--- config.mk ---
export PLATFORM = sky130hd
export DESIGN_NAME = divide
export DESIGN_NICKNAME = d
export VERILOG_FILES = /design/src/rtl/divide_pkg.sv /design/src/rtl/div_step.sv /design/src/rtl/divide.sv
export SDC_FILE = /design/constraint.sdc
export NUM_CORES = 1
export LEC_CHECK = 0
export CAP_MARGIN = 20
export CORE_MARGIN = 10
export CORE_UTILIZATION = 35
export DETAILED_ROUTE_END_ITERATION = 8
export PLACE_DENSITY_LB_ADDON = 0.05
export SLEW_MARGIN = 20
export SYNTH_ARGS = -nofsm -noshare
export SYNTH_HDL_FRONTEND = slang
export SYNTH_HIERARCHICAL = 1
export SYNTH_SLANG_ARGS = --single-unit
--- constraint.sdc ---
create_clock -name clk -period 20.2 [get_ports clk]
set_input_delay 6.06 -clock clk [delete_from_list [all_inputs] [get_ports clk]]
set_output_delay 6.06 -clock clk [all_outputs]
set_load 0.02 [all_outputs]
--- src/rtl/divide_pkg.sv ---
// divide_pkg: shared widths, iteration count and FSM encoding for the divider
package divide_pkg;
  localparam int DIV_W = 32;
  localparam int DIV_ITER = 32;
  typedef enum logic [1:0] {IDLE, BUSY, DONE} state_t;
  function automatic logic [DIV_W-1:0] mag(input logic [DIV_W-1:0] x, input logic neg);
    return neg ? -x : x;
  endfunction
endpackage

--- src/rtl/div_step.sv ---
// div_step: one restoring shift-subtract step on a 33-bit partial remainder
module div_step import divide_pkg::*; (
  input  logic [DIV_W:0]   i_rem,
  input  logic             i_bit,
  input  logic [DIV_W-1:0] i_divisor,
  output logic [DIV_W:0]   o_rem,
  output logic             o_q
);
  logic [DIV_W+1:0] w_shift;
  logic [DIV_W+1:0] w_diff;
  assign w_shift = {i_rem, i_bit};
  assign w_diff = w_shift - {2'b00, i_divisor};
  assign o_q = ~w_diff[DIV_W+1];
  assign o_rem = o_q ? w_diff[DIV_W:0] : w_shift[DIV_W:0];
endmodule

--- src/rtl/divide.sv ---
// divide: 32-step iterative signed/unsigned divider with cancel and one-cycle done pulse
module divide import divide_pkg::*; #(
  parameter int DIV_W = 32
) (
  input  logic             clk,
  input  logic             rst,
  input  logic             Unsigned,
  input  logic             div_begin,
  input  logic             div_cancel,
  input  logic [DIV_W-1:0] div_op1,
  input  logic [DIV_W-1:0] div_op2,
  output logic [DIV_W-1:0] quotient,
  output logic [DIV_W-1:0] remainder,
  output logic             div_end,
  output logic             div_busy
);
  state_t           r_state;
  logic [4:0]       r_cnt;
  logic [DIV_W-1:0] r_work;
  logic [DIV_W-1:0] r_divisor;
  logic [DIV_W-1:0] r_op1;
  logic [DIV_W:0]   r_rem;
  logic             r_qneg;
  logic             r_rneg;
  logic             r_zero;
  logic [DIV_W:0]   w_next_rem;
  logic             w_qbit;
  logic [DIV_W-1:0] w_q;
  logic [DIV_W-1:0] w_r;

  div_step u_step (
    .i_rem    (r_rem),
    .i_bit    (r_work[DIV_W-1]),
    .i_divisor(r_divisor),
    .o_rem    (w_next_rem),
    .o_q      (w_qbit)
  );

  // r_work shifts dividend bits out of the top while quotient bits enter at the bottom
  assign w_q = {r_work[DIV_W-2:0], w_qbit};
  assign w_r = w_next_rem[DIV_W-1:0];
  assign div_busy = r_state != IDLE;

  always_ff @(posedge clk or posedge rst)
    if (rst) begin
      r_state   <= IDLE;
      r_cnt     <= '0;
      r_work    <= '0;
      r_divisor <= '0;
      r_op1     <= '0;
      r_rem     <= '0;
      r_qneg    <= 1'b0;
      r_rneg    <= 1'b0;
      r_zero    <= 1'b0;
      quotient  <= '0;
      remainder <= '0;
      div_end   <= 1'b0;
    end else begin
      div_end <= 1'b0;
      if (div_cancel) r_state <= IDLE;
      else
        case (r_state)
          IDLE:
            if (div_begin) begin
              r_state   <= BUSY;
              r_cnt     <= '0;
              r_rem     <= '0;
              r_op1     <= div_op1;
              r_work    <= mag(div_op1, ~Unsigned & div_op1[DIV_W-1]);
              r_divisor <= mag(div_op2, ~Unsigned & div_op2[DIV_W-1]);
              r_zero    <= div_op2 == '0;
              r_qneg    <= ~Unsigned & (div_op1[DIV_W-1] ^ div_op2[DIV_W-1]);
              r_rneg    <= ~Unsigned & div_op1[DIV_W-1];
            end
          BUSY: begin
            r_rem  <= w_next_rem;
            r_work <= w_q;
            r_cnt  <= r_cnt + 5'd1;
            if (r_cnt == 5'(DIV_ITER - 1)) begin
              r_state   <= DONE;
              div_end   <= 1'b1;
              quotient  <= r_zero ? '1 : (r_qneg ? -w_q : w_q);
              remainder <= r_zero ? r_op1 : (r_rneg ? -w_r : w_r);
            end
          end
          default: r_state <= IDLE;
        endcase
    end
endmodule
==> metrics.txt <==
sequential element share of the synthesized area=39.3%; Hold Fails Final Rpt=0; setup fix buffers added after clock tree synthesis=0; Max Freq=0.120 GHz; Fillers=3696; number of antenna-violating nets in the routed design=0; portion of the clock cycle consumed by the worst path in the final layout=41.4%; wire length of the first global-routing pass=68.4 mm; slowest cell on the critical path=nor4bb_2; Worst Path Max Fanout=11; number of global-route vias before repair=11600; worst setup path endpoint=r_divisor[26]; number of primary I/O pins=135; TritonCTS clock tree=built; minimum setup slack among reg-to-reg paths=14.18 ns; Global Route Usage Sum=19.1%; die outline height=213 um; multi-input logic area=7330 um2; number of distinct library cell variants in the gate-level netlist after synthesis=74; detailed-route wire length per cell=21.0 um; share of the core filled with cells=42.7%; Cells on Worst Hold Path=2; dpl cell area=14700 um2; CORE AREA=36600 um2; maximum buffer depth of the clock tree=3; largest net degree at the start of global routing=87; Layout Cell Area excl Fill=15600 um2; vias per std cell=5.51; M1 GR Usage=25.5%; multiplexer share of the synthesized area=1.91%; DRC violation count after routing=0; max-slew violations=0; number of nets in the layout=1715; count of flip-flops with a built-in enable after synthesis=0; Relative slew margins=26.4%; delay of the slowest cell on the worst path=1.00 ns; clock input transition at the sequential cells of the worst setup and hold paths=0.06 ns; actual slew at the worst max-slew pin=1.10 ns; XOR/XNOR Fraction of Synth Area=9.46%; most frequently used flop master after synthesis=dfrtp_1; PD cells=138 nW/um2; standard-cell rows=70; status=finished clean; static leakage=6.79 nW; post-route total power=2.15 mW; Post-Synthesis Net Count=1629; number of antenna violations at the first check in global routing=2; count of cells resized by post-cts repair=0; GRT overflow=0; dpl hpwl=32.2 mm; grt met3 use=2.61%; # H-tree levels=1; initial core utilization=35.5%; first-pass detailed-route iteration total=5; synth warn=6; MaxCap Viol Count=0; busiest metal layer after global routing=met2; clock period minus worst slack=8.37 ns; largest family of logic cells by synthesized area=compound AO/OA/AOI/OAI gates; met2 Use GR=31.7%; startpoint of the tightest hold check path=r_op1[20]; count of input and output buffers=134; logic depth of the worst register-to-register path=15; total number of clock tree sinks=204; number of vias after detailed routing=11600; antenna diode instance count=0; critical path startpoint=div_op2[1]; setup violation total in the final timing report=0; post-synthesis cell count=1521; Die ar.=45200 um2; kind of end point of the critical path=flop; sequential cell area in the final layout=5100 um2; post-synthesis cell area=13000 um2; Hold-fix buffers, CTS=0; post-synthesis register bit count=204; capture instance of the worst register-to-register path=remainder[24]; endpoint required time on the critical path=20.59 ns; hold crit path type=flop to flop; clock tree skew after final layout=0.0286 ns; share of final-layout standard cells stronger than drive strength 1=6.27%; Crit path max-delay family=simple AND/OR/NAND/NOR gates; Worst Hold Slack=0.473 ns; area growth from synthesis to final layout=20.6%; Root Buffer Master=clkbuf_16; adder and majority gate portion of the synthesized area=3.82%; Startpoint Class=input pin; simple-gate share of the synthesized area=17.9%; synthesized-area fraction occupied by ao, oa, aoi and oai cells=23.0%; die boundary width=213 um; clock latency of the later-clocked register in the worst-skew pair=0.55 ns; RD Place Congestion=0.862; worst endpoint data arrival time=8.76 ns; worst voltage drop across the vdd grid=0.0631 mV; post-route setup TNS=0 ns; DRT iter0 DRCs=685; cells along the critical path=clkdlybuf4s50_1, inv_1, ha_1, nor4b_1, nor4bb_2, a31oi_1, xnor2_1, o21ai_0; worst reg2reg path startpoint=r_rem[7]; routed wire length=43.9 mm; syn avg cell area=8.53 um2; sum of buffers and inverters on the critical path=2; CTS Buf Count=26; kind of critical path=input pin to flop; share of synthesized registers carrying an async set or reset=100%; critical path depth in cells=8; RSZ-0062 raised after global routing=no
report_power, final:
part | internal (mW) | switching (mW) | total [mW]
combinational | 0.399 | 0.681 | 1.08
clock | 0.301 | 0.186 | 0.487
sequential | 0.492 | 0.0950 | 0.587
flip-flops by register name, summed over array words and instances, names as in the netlist:
| signal | count |
|---|---|
| r_zero | 1 |
| r_qneg | 1 |
| div_end | 1 |
| r_rneg | 1 |
| r_op1 | 32 |
| r_rem | 33 |
| quotient | 32 |
| r_cnt | 5 |
| r_work | 32 |
| r_state | 2 |
| r_divisor | 32 |
| remainder | 32 |
metal layers:
metal,share of wire [%],routed length (um)
met5,0.052,23
met4,2.1,920
met3,5.3,2310
met2,47,20700
met1,45,19900
placed cells by master (no fill, tap or decap), types with 13 or more instances in the layout:
cell type and count:
nor4_1 14, mux2i_1 18, inv_1 56, a21oi_1 110
o41ai_1 15, nand3_1 14, a22o_1 35, clkbuf_16 26
clkdlybuf4s50_1 134, a21o_1 24, a31oi_1 31, nor3_1 22
xor2_1 75, nor2_1 116, dfrtp_1 204, nor2b_1 13
or3_1 18, xnor2_1 62, buf_4 20, o31ai_1 31
or4_1 23, nand2_1 203, o22ai_1 28, ha_1 38
o21ai_0 135
area by class of cell:
cell class                 instances  area share (%)
clock buffer                      39            4.92
clock inverter                     9           0.856
inverter                          60            1.49
multi-input combinational       1161            46.8
sequential                       204            32.6
tap                              468            3.74
timing repair buffer             154            9.53
synth_stat cells, types with 6 or more instances:
master	count	area share, %
a211oi_1	9	0.52
a21o_1	24	1.4
a21oi_1	110	4.2
a22o_1	35	2.4
a31oi_1	31	1.5
and3_1	12	0.58
clkbuf_1	87	2.5
dfrtp_1	204	39
ha_1	38	3.7
inv_1	57	1.6
mux2_2	6	0.52
mux2i_1	18	1.4
nand2_1	204	5.9
nand2b_1	8	0.39
nand3_1	14	0.54
nand4_1	9	0.43
nor2_1	119	3.4
nor2b_1	13	0.63
nor3_1	22	0.85
nor3b_1	7	0.40
nor4_1	15	0.72
o211ai_1	7	0.40
o21ai_0	135	5.2
o221ai_1	6	0.40
o22ai_1	28	1.3
o31ai_1	31	1.8
o41ai_1	15	1.0
or3_1	18	0.87
or4_1	23	1.3
xnor2_1	62	4.2
xor2_1	75	5.1
kinds of logic after synthesis:
group	count (synthesis)
buffers and inverters	156
DFF	204
xor gates and xnor gates	138
muxes	24
adders and majority gates	39
AOI/OAI and AO/OA	469
and+or+nand+nor	491
through the flow:
| step | worst slack (ns) | cells |
|---|---|---|
| floorplan | 8.57 | 1521 |
| global placement | 11.36 | 2047 |
| detailed placement | 11.27 | 2047 |
| CTS | 11.84 | 2095 |
| global route | 11.62 | 2095 |
| finish | 11.83 | 2095 |
worst min-delay path by stage:
stage           endpoint  slack, ns
3_5_place_dp   r_op1[20]       0.46
6_report       r_op1[20]       0.47
5_1_grt        r_op1[20]       0.49
4_1_cts        r_op1[20]       0.47
2_1_floorplan  r_op1[10]       0.44
3_3_place_gp   r_op1[20]       0.45
worst register-to-register path, stage by stage (launching register included):
cell	delay, ns
dfrtp_1	0.41
ha_1	0.43
and3_1	0.20
or3b_1	0.38
a211oi_2	0.38
o31ai_1	0.14
and3_4	0.22
o31a_4	0.30
xor2_4	0.12
buf_4	0.43
o21ai_0	0.47
or4_1	0.64
or4_1	0.72
o41ai_1	0.50
xor2_1	0.40
o22ai_1	0.15
No activity file was read; power rests on OpenSTA's default activity.
